==> src/rtl/fixed_point_pkg.sv <==
`default_nettype none
// ============================================================================
// Module   : fixed_point_pkg
// Purpose  : Shared Q-format widths, saturation limits and rounding bias for
//            the FFT datapath (twiddle_multiplier, fixed_point_adder).
// Revision : 1.0 - initial release
// ============================================================================
package fixed_point_pkg;

   // Q10.5 data words: 1 sign, 10 integer, 5 fractional bits
   localparam int Q10_5_W    = 16;
   localparam int Q10_5_FRAC = 5;

   // Q0.15 twiddle words: range -1 .. 1-2^-15
   localparam int Q0_15_W    = 16;
   localparam int Q0_15_FRAC = 15;

   // Saturation limits for a 16-bit signed result
   localparam logic [Q10_5_W-1:0] SAT_MAX = 16'h7FFF;
   localparam logic [Q10_5_W-1:0] SAT_MIN = 16'h8000;

   // Half an LSB of the result, added before the Q0.15 right shift
   localparam int ROUND_BIAS = 1 << 14;

   typedef logic signed [Q10_5_W-1:0] q10_5_t;
   typedef logic signed [Q0_15_W-1:0] q0_15_t;

endpackage : fixed_point_pkg
`default_nettype wire

==> src/rtl/fixed_point_round_sat.sv <==
`default_nettype none
// ============================================================================
// Module   : fixed_point_round_sat
// Purpose  : Combinational round-half-up, arithmetic right shift and
//            saturation of a wide signed sum down to a Q10.5 word.
// Revision : 1.0 - initial release
// ============================================================================
module fixed_point_round_sat
   import fixed_point_pkg::*;
#(
   parameter int IN_W  = 34,
   parameter int SHIFT = Q0_15_FRAC
) (
   input  logic [IN_W-1:0]    sum_in,
   output logic [Q10_5_W-1:0] result,
   output logic               sat
);

   // Thresholds are the 16-bit limits sign-extended to the working width so
   // the comparison is a plain signed compare of the shifted value.
   localparam logic signed [IN_W-1:0] C_BIAS = IN_W'(ROUND_BIAS);
   localparam logic signed [IN_W-1:0] C_MAX  = {{(IN_W-Q10_5_W){1'b0}}, SAT_MAX};
   localparam logic signed [IN_W-1:0] C_MIN  = {{(IN_W-Q10_5_W){1'b1}}, SAT_MIN};

   logic signed [IN_W-1:0] w_biased;
   logic signed [IN_W-1:0] w_shifted;

   // Round, shift, then clamp to the 16-bit signed range
   always_comb begin
      w_biased  = $signed(sum_in) + C_BIAS;
      w_shifted = w_biased >>> SHIFT;
      result    = w_shifted[Q10_5_W-1:0];
      sat       = 1'b0;
      if (w_shifted > C_MAX) begin
         result = SAT_MAX;
         sat    = 1'b1;
      end else if (w_shifted < C_MIN) begin
         result = SAT_MIN;
         sat    = 1'b1;
      end
   end

endmodule : fixed_point_round_sat
`default_nettype wire

==> src/rtl/twiddle_multiplier.sv <==
`default_nettype none
// ============================================================================
// Module   : twiddle_multiplier
// Purpose  : 3-stage pipelined complex multiply (Q10.5 data x Q0.15 twiddle)
//            with round-half-up, saturation and a sticky overflow flag.
// Revision : 1.0 - initial release
// ============================================================================
module twiddle_multiplier
   import fixed_point_pkg::*;
#(
   parameter int DATA_W  = Q10_5_W,
   parameter int TW_W    = Q0_15_W,
   parameter int TW_FRAC = Q0_15_FRAC
) (
   input  logic              clk,
   input  logic              rst_n,
   input  logic              in_valid,
   input  logic [DATA_W-1:0] data_re,
   input  logic [DATA_W-1:0] data_im,
   input  logic [TW_W-1:0]   tw_re,
   input  logic [TW_W-1:0]   tw_im,
   input  logic              ovf_clear,
   output logic              out_valid,
   output logic [DATA_W-1:0] out_re,
   output logic [DATA_W-1:0] out_im,
   output logic              ovf
);

   // Product, sum and rounding widths; the rounding width leaves headroom so
   // 2^31 + bias cannot wrap.
   localparam int P_W = DATA_W + TW_W;
   localparam int S_W = P_W + 1;
   localparam int R_W = P_W + 2;

   logic                     r1_valid;
   logic signed [DATA_W-1:0] r1_dr, r1_di;
   logic signed [TW_W-1:0]   r1_wr, r1_wi;

   logic                     r2_valid;
   logic signed [P_W-1:0]    r2_rr, r2_ii, r2_ri, r2_ir;

   logic signed [S_W-1:0]    w_sum_re, w_sum_im;
   logic [DATA_W-1:0]        w_res_re, w_res_im;
   logic                     w_sat_re, w_sat_im;

   // Stage 1: register inputs and valid
   always_ff @(posedge clk) begin
      if (!rst_n) begin
         r1_valid <= 1'b0;
         r1_dr    <= '0;
         r1_di    <= '0;
         r1_wr    <= '0;
         r1_wi    <= '0;
      end else begin
         r1_valid <= in_valid;
         r1_dr    <= data_re;
         r1_di    <= data_im;
         r1_wr    <= tw_re;
         r1_wi    <= tw_im;
      end
   end

   // Stage 2: four full-width signed partial products
   always_ff @(posedge clk) begin
      if (!rst_n) begin
         r2_valid <= 1'b0;
         r2_rr    <= '0;
         r2_ii    <= '0;
         r2_ri    <= '0;
         r2_ir    <= '0;
      end else begin
         r2_valid <= r1_valid;
         r2_rr    <= P_W'(r1_dr) * P_W'(r1_wr);
         r2_ii    <= P_W'(r1_di) * P_W'(r1_wi);
         r2_ri    <= P_W'(r1_dr) * P_W'(r1_wi);
         r2_ir    <= P_W'(r1_di) * P_W'(r1_wr);
      end
   end

   // Stage 3 combine: one extra bit keeps 2^30 + 2^30 exact
   always_comb begin
      w_sum_re = S_W'(r2_rr) - S_W'(r2_ii);
      w_sum_im = S_W'(r2_ri) + S_W'(r2_ir);
   end

   fixed_point_round_sat #(
      .IN_W  (R_W),
      .SHIFT (TW_FRAC)
   ) u_round_sat_re (
      .sum_in (R_W'(w_sum_re)),
      .result (w_res_re),
      .sat    (w_sat_re)
   );

   fixed_point_round_sat #(
      .IN_W  (R_W),
      .SHIFT (TW_FRAC)
   ) u_round_sat_im (
      .sum_in (R_W'(w_sum_im)),
      .result (w_res_im),
      .sat    (w_sat_im)
   );

   // Stage 3 register: results hold on invalid slots; sticky ovf, set beats clear
   always_ff @(posedge clk) begin
      if (!rst_n) begin
         out_valid <= 1'b0;
         out_re    <= '0;
         out_im    <= '0;
         ovf       <= 1'b0;
      end else begin
         out_valid <= r2_valid;
         if (r2_valid) begin
            out_re <= w_res_re;
            out_im <= w_res_im;
         end
         if (r2_valid && (w_sat_re || w_sat_im)) begin
            ovf <= 1'b1;
         end else if (ovf_clear) begin
            ovf <= 1'b0;
         end
      end
   end

endmodule : twiddle_multiplier
`default_nettype wire
==> config.mk <==
export PLATFORM = sky130hd
export DESIGN_NAME = twiddle_multiplier
export DESIGN_NICKNAME = d
export VERILOG_FILES = /design/src/rtl/fixed_point_pkg.sv /design/src/rtl/fixed_point_round_sat.sv /design/src/rtl/twiddle_multiplier.sv
export SDC_FILE = /design/constraint.sdc
export NUM_CORES = 2
export LEC_CHECK = 0
export BUFFER_PORTS_ARGS = -buffer_cell sky130_fd_sc_hd__buf_4
export CAP_MARGIN = 5
export CORE_MARGIN = 2
export CORE_UTILIZATION = 40
export DETAILED_ROUTE_END_ITERATION = 8
export MAX_ROUTING_LAYER = met4
export PLACE_DENSITY_LB_ADDON = 0.1
export SLEW_MARGIN = 20
export SYNTH_ARGS = -nofsm -noshare
export SYNTH_HDL_FRONTEND = slang
export SYNTH_SLANG_ARGS = --single-unit
export TNS_END_PERCENT = 1
==> constraint.sdc <==
create_clock -name clk -period 12 [get_ports clk]
set_input_delay 1.2 -clock clk [delete_from_list [all_inputs] [get_ports clk]]
set_output_delay 1.2 -clock clk [all_outputs]
set_load 0.005 [all_outputs]
### Word-level counts from Yosys, hierarchy flattened

Cells that the tools add are included.

* bits in registers: 228
* word-level logic and storage cells: 39
* input port bits: 68
* output and inout port bits: 34

* multiply operators: 4
* add/subtract/negate cells: 4
* mux-type cells: 10
* reduce and logical (&&, ||, !) cells: 3
* $lt $le $gt $ge: 4

Operators by type and width (count)
* multiplier 16 x 16 -> 32 bit: 4
* adder 33 x 16 -> 34 bit, second input constant: 2
* two-way mux 16 bit: 4
* > comparator 19 x 16 -> 1 bit, second input constant: 2
* < comparator 19 x 16 -> 1 bit, second input constant: 2
* adder 32 x 32 -> 33 bit: 1
* subtractor 32 x 32 -> 33 bit: 1
* two-way mux 1 bit: 6
* nonzero test 2 bit: 1
* logical AND 1 bit: 1
* logical OR 1 bit: 1

### Depth between registers and ports, before layout

* depth in word-level cells: 8
* gate-level depth with buffers: 26
* mapped depth without buffers: 25

### By module

From an unflattened synthesis, not the netlist that was laid out.

* cells, all modules: 5553
* area total of the unflattened synthesis: 50121.8 µm²

Modules (own cells, without submodules)
* twiddle_multiplier: seq. area each 4564.4 µm², area each 48795.5 µm², cells an instance 5375, times used 1
* fixed_point_round_sat: seq. area each 0.0 µm², area each 663.1 µm², cells an instance 89, times used 2

### Worst setup path after synthesis

No wires, ideal clock.

* kind: register -> register
* start: reg r1_dr[15]
* end: reg r2_ri[31]
* data arrival time: 6.266 ns
* path buffers: 1
* setup time: 0.128 ns
* period minus slack after synthesis: 6.394 ns
* data required time: 11.872 ns
* setup slack: 5.606 ns
* cell stages (with the launch flop): 22
* cell sequence: dfxtp_1 -> clkbuf_1 -> nand2_1 -> inv_1 -> fa_1 -> fa_1 -> fa_1 -> fa_1 -> fa_1 -> inv_1 -> fa_1 -> inv_1 -> ha_1 -> a21o_1 -> a21o_1 -> a221o_1 -> a41o_1 -> a2111oi_2 -> o21ai_1 -> a21oi_1 -> xnor2_1 -> nor2_1

* word-level cells in the longest chain between the ends: 1

RTL lines
* start, declared: line twiddle_multiplier.sv:36 `logic signed [DATA_W-1:0] r1_dr, r1_di;`
* start signal, assigned: line twiddle_multiplier.sv:56 `r1_dr <= data_re;`
* multiplier 16 x 16 -> 32 bit: line twiddle_multiplier.sv:75 `r2_ri <= P_W'(r1_dr) * P_W'(r1_wi);`
* end signal, assigned: line twiddle_multiplier.sv:75
* end, declared: line twiddle_multiplier.sv:40 `logic signed [P_W-1:0] r2_rr, r2_ii, r2_ri, r2_ir;`

Every way passes these cells.
A chain may end at the register's enable or synchronous reset.

### Worst setup path after layout

* start: reg r1_dr[8]
* end: reg r2_rr[31]

* word-level cells in the longest chain between the ends: 1

RTL lines
* multiplier 16 x 16 -> 32 bit: line twiddle_multiplier.sv:73 `r2_rr <= P_W'(r1_dr) * P_W'(r1_wr);`
* end signal, assigned: line twiddle_multiplier.sv:73
* end, declared: line twiddle_multiplier.sv:40

Every way passes these cells.

==> impl_metrics.json <==
{
  "fin_crit_sh": 0.6186,
  "cts-resized-gates": 0,
  "cp_max_fo": 21,
  "wl_um": 135700,
  "power.density_mw_per_mm2": 139.6,
  "p_seq_frac": 0.147,
  "vias_per_cell": 4.921,
  "antenna_found_initial": 6,
  "pwr-share-comb": 0.700,
  "worst_ep_required_time_ns": 12.46,
  "crit_family": "adder cells",
  "cts_tree": "done",
  "vias": 33900,
  "grt_usage": 0.2420,
  "clockBufferDepth": 3,
  "nNetsFinal": 6818,
  "slowest_delay_ns": 0.71,
  "startpoint_type": "flip-flop",
  "swShare": 0.4983,
  "ys_seq_area_frac": 0.09437,
  "hpwlAfterDp_um": 101300,
  "ant_nets": 0,
  "hold_viol_final": 0,
  "crit_path_top_delay_cell": "dfxtp_1",
  "start_util": 0.4031,
  "postSynthCellCount": 5269,
  "outcome": "complete, no violations",
  "synth.cell_area_mm2": 0.04837,
  "min_period_ns": 7.424,
  "die-area_mm2": 0.1237,
  "io-pin-count": 102,
  "rsz0062_at_grt": "false",
  "clock-root-buffer": "clkbuf_16",
  "crit_path_frequent_cell": "fa_1",
  "leakage_nw": 26.99,
  "hp-class": "reg2reg",
  "htree_levels": 2,
  "r2r_start": "r1_dr[8]$_SDFF_PN0_",
  "cap_violations": 0,
  "grt_remaining_overflow": 0,
  "syn-num-nets": 6837,
  "cts_buffers": 35,
  "cp-end-kind": "flip-flop",
  "yosys.cell_types.count": 69,
  "dr.first_iter.drc_count": 1852,
  "critPathArrivalTime_ns": 7.88,
  "ys_ff_latch": 228,
  "filler_cell_count": 12000,
  "setup_tns_ns": 0,
  "tightest_slew_ns": 0.9915,
  "p_int_mw": 3.644,
  "wl_per_cell_um": 19.70,
  "finalSetupViolCount": 0,
  "yosysWarnings": 0,
  "synthToLayoutAreaGrowth_pct": 7.567,
  "drtPass1Iterations": 6,
  "num_rows": 127,
  "relSlewSlack": 0.3285,
  "p_sw_mw": 3.619,
  "drv_slew": 0,
  "pwr-share-clk": 0.153,
  "clkTransAtPathRegs_ns": 0.06,
  "synthArstFlopShare": 0,
  "grt_max_degree": 51,
  "min_from": "r1_valid$_SDFF_PN0_",
  "cp_num_buf_inv": 2,
  "gp_congestion": 0.8377,
  "cts.sinks": 228,
  "core_mm2": 0.1200,
  "final_core_util": 0.4336,
  "clk_latency_ns": 0.61,
  "holdBufCountCts": 0,
  "grt_pass1_vias": 37400,
  "critPathKind": "reg2reg",
  "worst_ir_drop_vdd_v": 0.0001431,
  "postCtsSetupRepairBufs": 0,
  "drive_above_1_share": 0.04833,
  "fmax_mhz": 134.7,
  "die_h_um": 351.7,
  "crit_start": "r1_dr[8]$_SDFF_PN0_",
  "synth-main-ff-cell": "dfxtp_1",
  "clock_skew_ns": 0.02366,
  "p_total_mw": 7.263,
  "drc": 0,
  "io_buffers": 101,
  "die_x_um": 351.7,
  "synth.avg_cell_area_um2": 9.179,
  "grt_pass1_wl_um": 220200,
  "path_cells": "buf_4 -> nand2_1 -> fa_1 -> fa_1 -> fa_1 -> fa_1 -> inv_1 -> fa_1 -> fa_1 -> ha_1 -> and3_1 -> o21ai_0 -> o21ai_0 -> o311ai_2 -> a31oi_1 -> a221oi_1 -> o21ai_1 -> a31oi_1 -> a21oi_1 -> xnor2_1 -> nor2_1",
  "synth-edff-count": 0
}
[final cells by class]
cell class | instances | area, µm² | share of cell area
Inverter | 1210 | 4544 | 0.08735
Clock buffer | 50 | 1044 | 0.02006
Antenna cell | 1 | 2.502 | 0.00004810
Clock inverter | 13 | 186.4 | 0.003583
Timing Repair Buffer | 171 | 1284 | 0.02468
Tap cell | 1612 | 2017 | 0.03877
Sequential cell | 228 | 4567 | 0.08778
Multi-Input combinational cell | 3604 | 38380 | 0.7377
[cell usage in the layout, fill, tap and decap left out, types with 5 or more instances in the layout]
cell | netlist | final
o31a_1 | 5 | 5
nand2_1 | 547 | 547
xor2_1 | 58 | 58
o21ai_0 | 86 | 86
a21oi_1 | 147 | 147
xnor2_1 | 102 | 102
o21a_1 | 22 | 22
or3_1 | 9 | 9
ha_1 | 452 | 452
and2_1 | 574 | 574
clkbuf_16 | 0 | 36
fa_1 | 1048 | 1048
nor3b_1 | 5 | 5
o21ai_1 | 9 | 9
buf_4 | 0 | 171
and4_1 | 6 | 6
nor2b_1 | 16 | 16
o31ai_1 | 7 | 7
clkbuf_8 | 0 | 9
inv_1 | 1209 | 1209
clkinv_2 | 0 | 5
o21bai_1 | 19 | 19
a31oi_1 | 21 | 21
nor2_1 | 209 | 209
nand4_1 | 9 | 9
nand3_1 | 27 | 27
nand2b_1 | 27 | 27
a211oi_1 | 16 | 16
clkbuf_1 | 217 | 5
o211ai_1 | 9 | 9
dfxtp_1 | 228 | 226
and3_1 | 18 | 18
nor3_1 | 28 | 28
a21o_1 | 71 | 71
[registers in the layout, summed over array words and instances, names as in the netlist]
name and flops:
r2_ii 32, r2_ir 32, r2_ri 32, r2_rr 32
out_im 16, out_re 16, r1_di 16, r1_dr 16
r1_wi 16, r1_wr 16, out_valid 1, ovf 1
r1_valid 1, r2_valid 1
[worst register-to-register path, delay by kind of cell, from the launching register on]
family / cells / cell delay [ns]
adders and majority gates: 7 / 3.30
AOI/OAI and AO/OA: 8 / 2.14
DFF: 1 / 0.71
buffers and inverters: 2 / 0.50
and+or+nand+nor: 3 / 0.46
xor gates and xnor gates: 1 / 0.18
[cell families after synthesis]
family          synth area share
simple gates              0.1521
mux                    0.0006209
fa+ha+maj                 0.5507
compound gates           0.06118
buf+inv                   0.1121
flops                    0.09437
xor+xnor                 0.02897
[power groups by stage]
stage	clock [mW]	sequential (mW)	combinational, mW
final	1.11	1.07	5.08
after detailed placement	0	1.09	5.09
after global routing	1.18	1.08	5.85
after CTS	1.16	1.08	5.13
after floorplan	0	0.988	3.71
after global placement	0	1.09	5.10
[final timing paths]
check | depth (start not counted) | endpoint | slack (ns)
max | 21 | r2_rr[31]$_SDFF_PN0_ | 4.58
min | 1 | r2_valid$_SDFF_PN0_ | 0.43
max reg2reg | 21 | r2_rr[31]$_SDFF_PN0_ | 4.58
min reg2reg | 1 | r2_valid$_SDFF_PN0_ | 0.43
[cell usage after synthesis, types with 16 or more instances]
master | count | share of area
a211oi_1 | 16 | 0.0025
a21o_1 | 71 | 0.011
a21oi_1 | 147 | 0.015
a31oi_1 | 21 | 0.0027
and2_1 | 574 | 0.074
and3_1 | 18 | 0.0023
clkbuf_1 | 217 | 0.017
dfxtp_1 | 228 | 0.094
fa_1 | 1048 | 0.43
ha_1 | 452 | 0.12
inv_1 | 1209 | 0.094
nand2_1 | 547 | 0.042
nand2b_1 | 27 | 0.0035
nand3_1 | 27 | 0.0028
nor2_1 | 209 | 0.016
nor2b_1 | 16 | 0.0021
nor3_1 | 28 | 0.0029
o21a_1 | 22 | 0.0034
o21ai_0 | 86 | 0.0089
o21bai_1 | 19 | 0.0029
xnor2_1 | 102 | 0.018
xor2_1 | 58 | 0.011
[through the flow]
stage | instance area (µm²) | hold slack, ns | setup WS [ns] | cells
floorplan | 48370 | 0.4119 | 5.606 | 5269
global placement | 50790 | 0.4166 | 4.764 | 6825
detailed placement | 50790 | 0.4189 | 4.675 | 6825
CTS | 52020 | 0.4361 | 4.634 | 6888
global route | 52020 | 0.4444 | 4.178 | 6888
finish | 52020 | 0.4334 | 4.577 | 6889
[metal layers]
metal  part of all wire  routed length [µm]  global-route usage
met4              0.022                2987             0.05590
met3              0.048                6454             0.02547
met2               0.46               62950              0.3866
met5                  0                   0                   -
met1               0.47               63340              0.3322
Note: power is estimated with default switching activity, not from simulation.
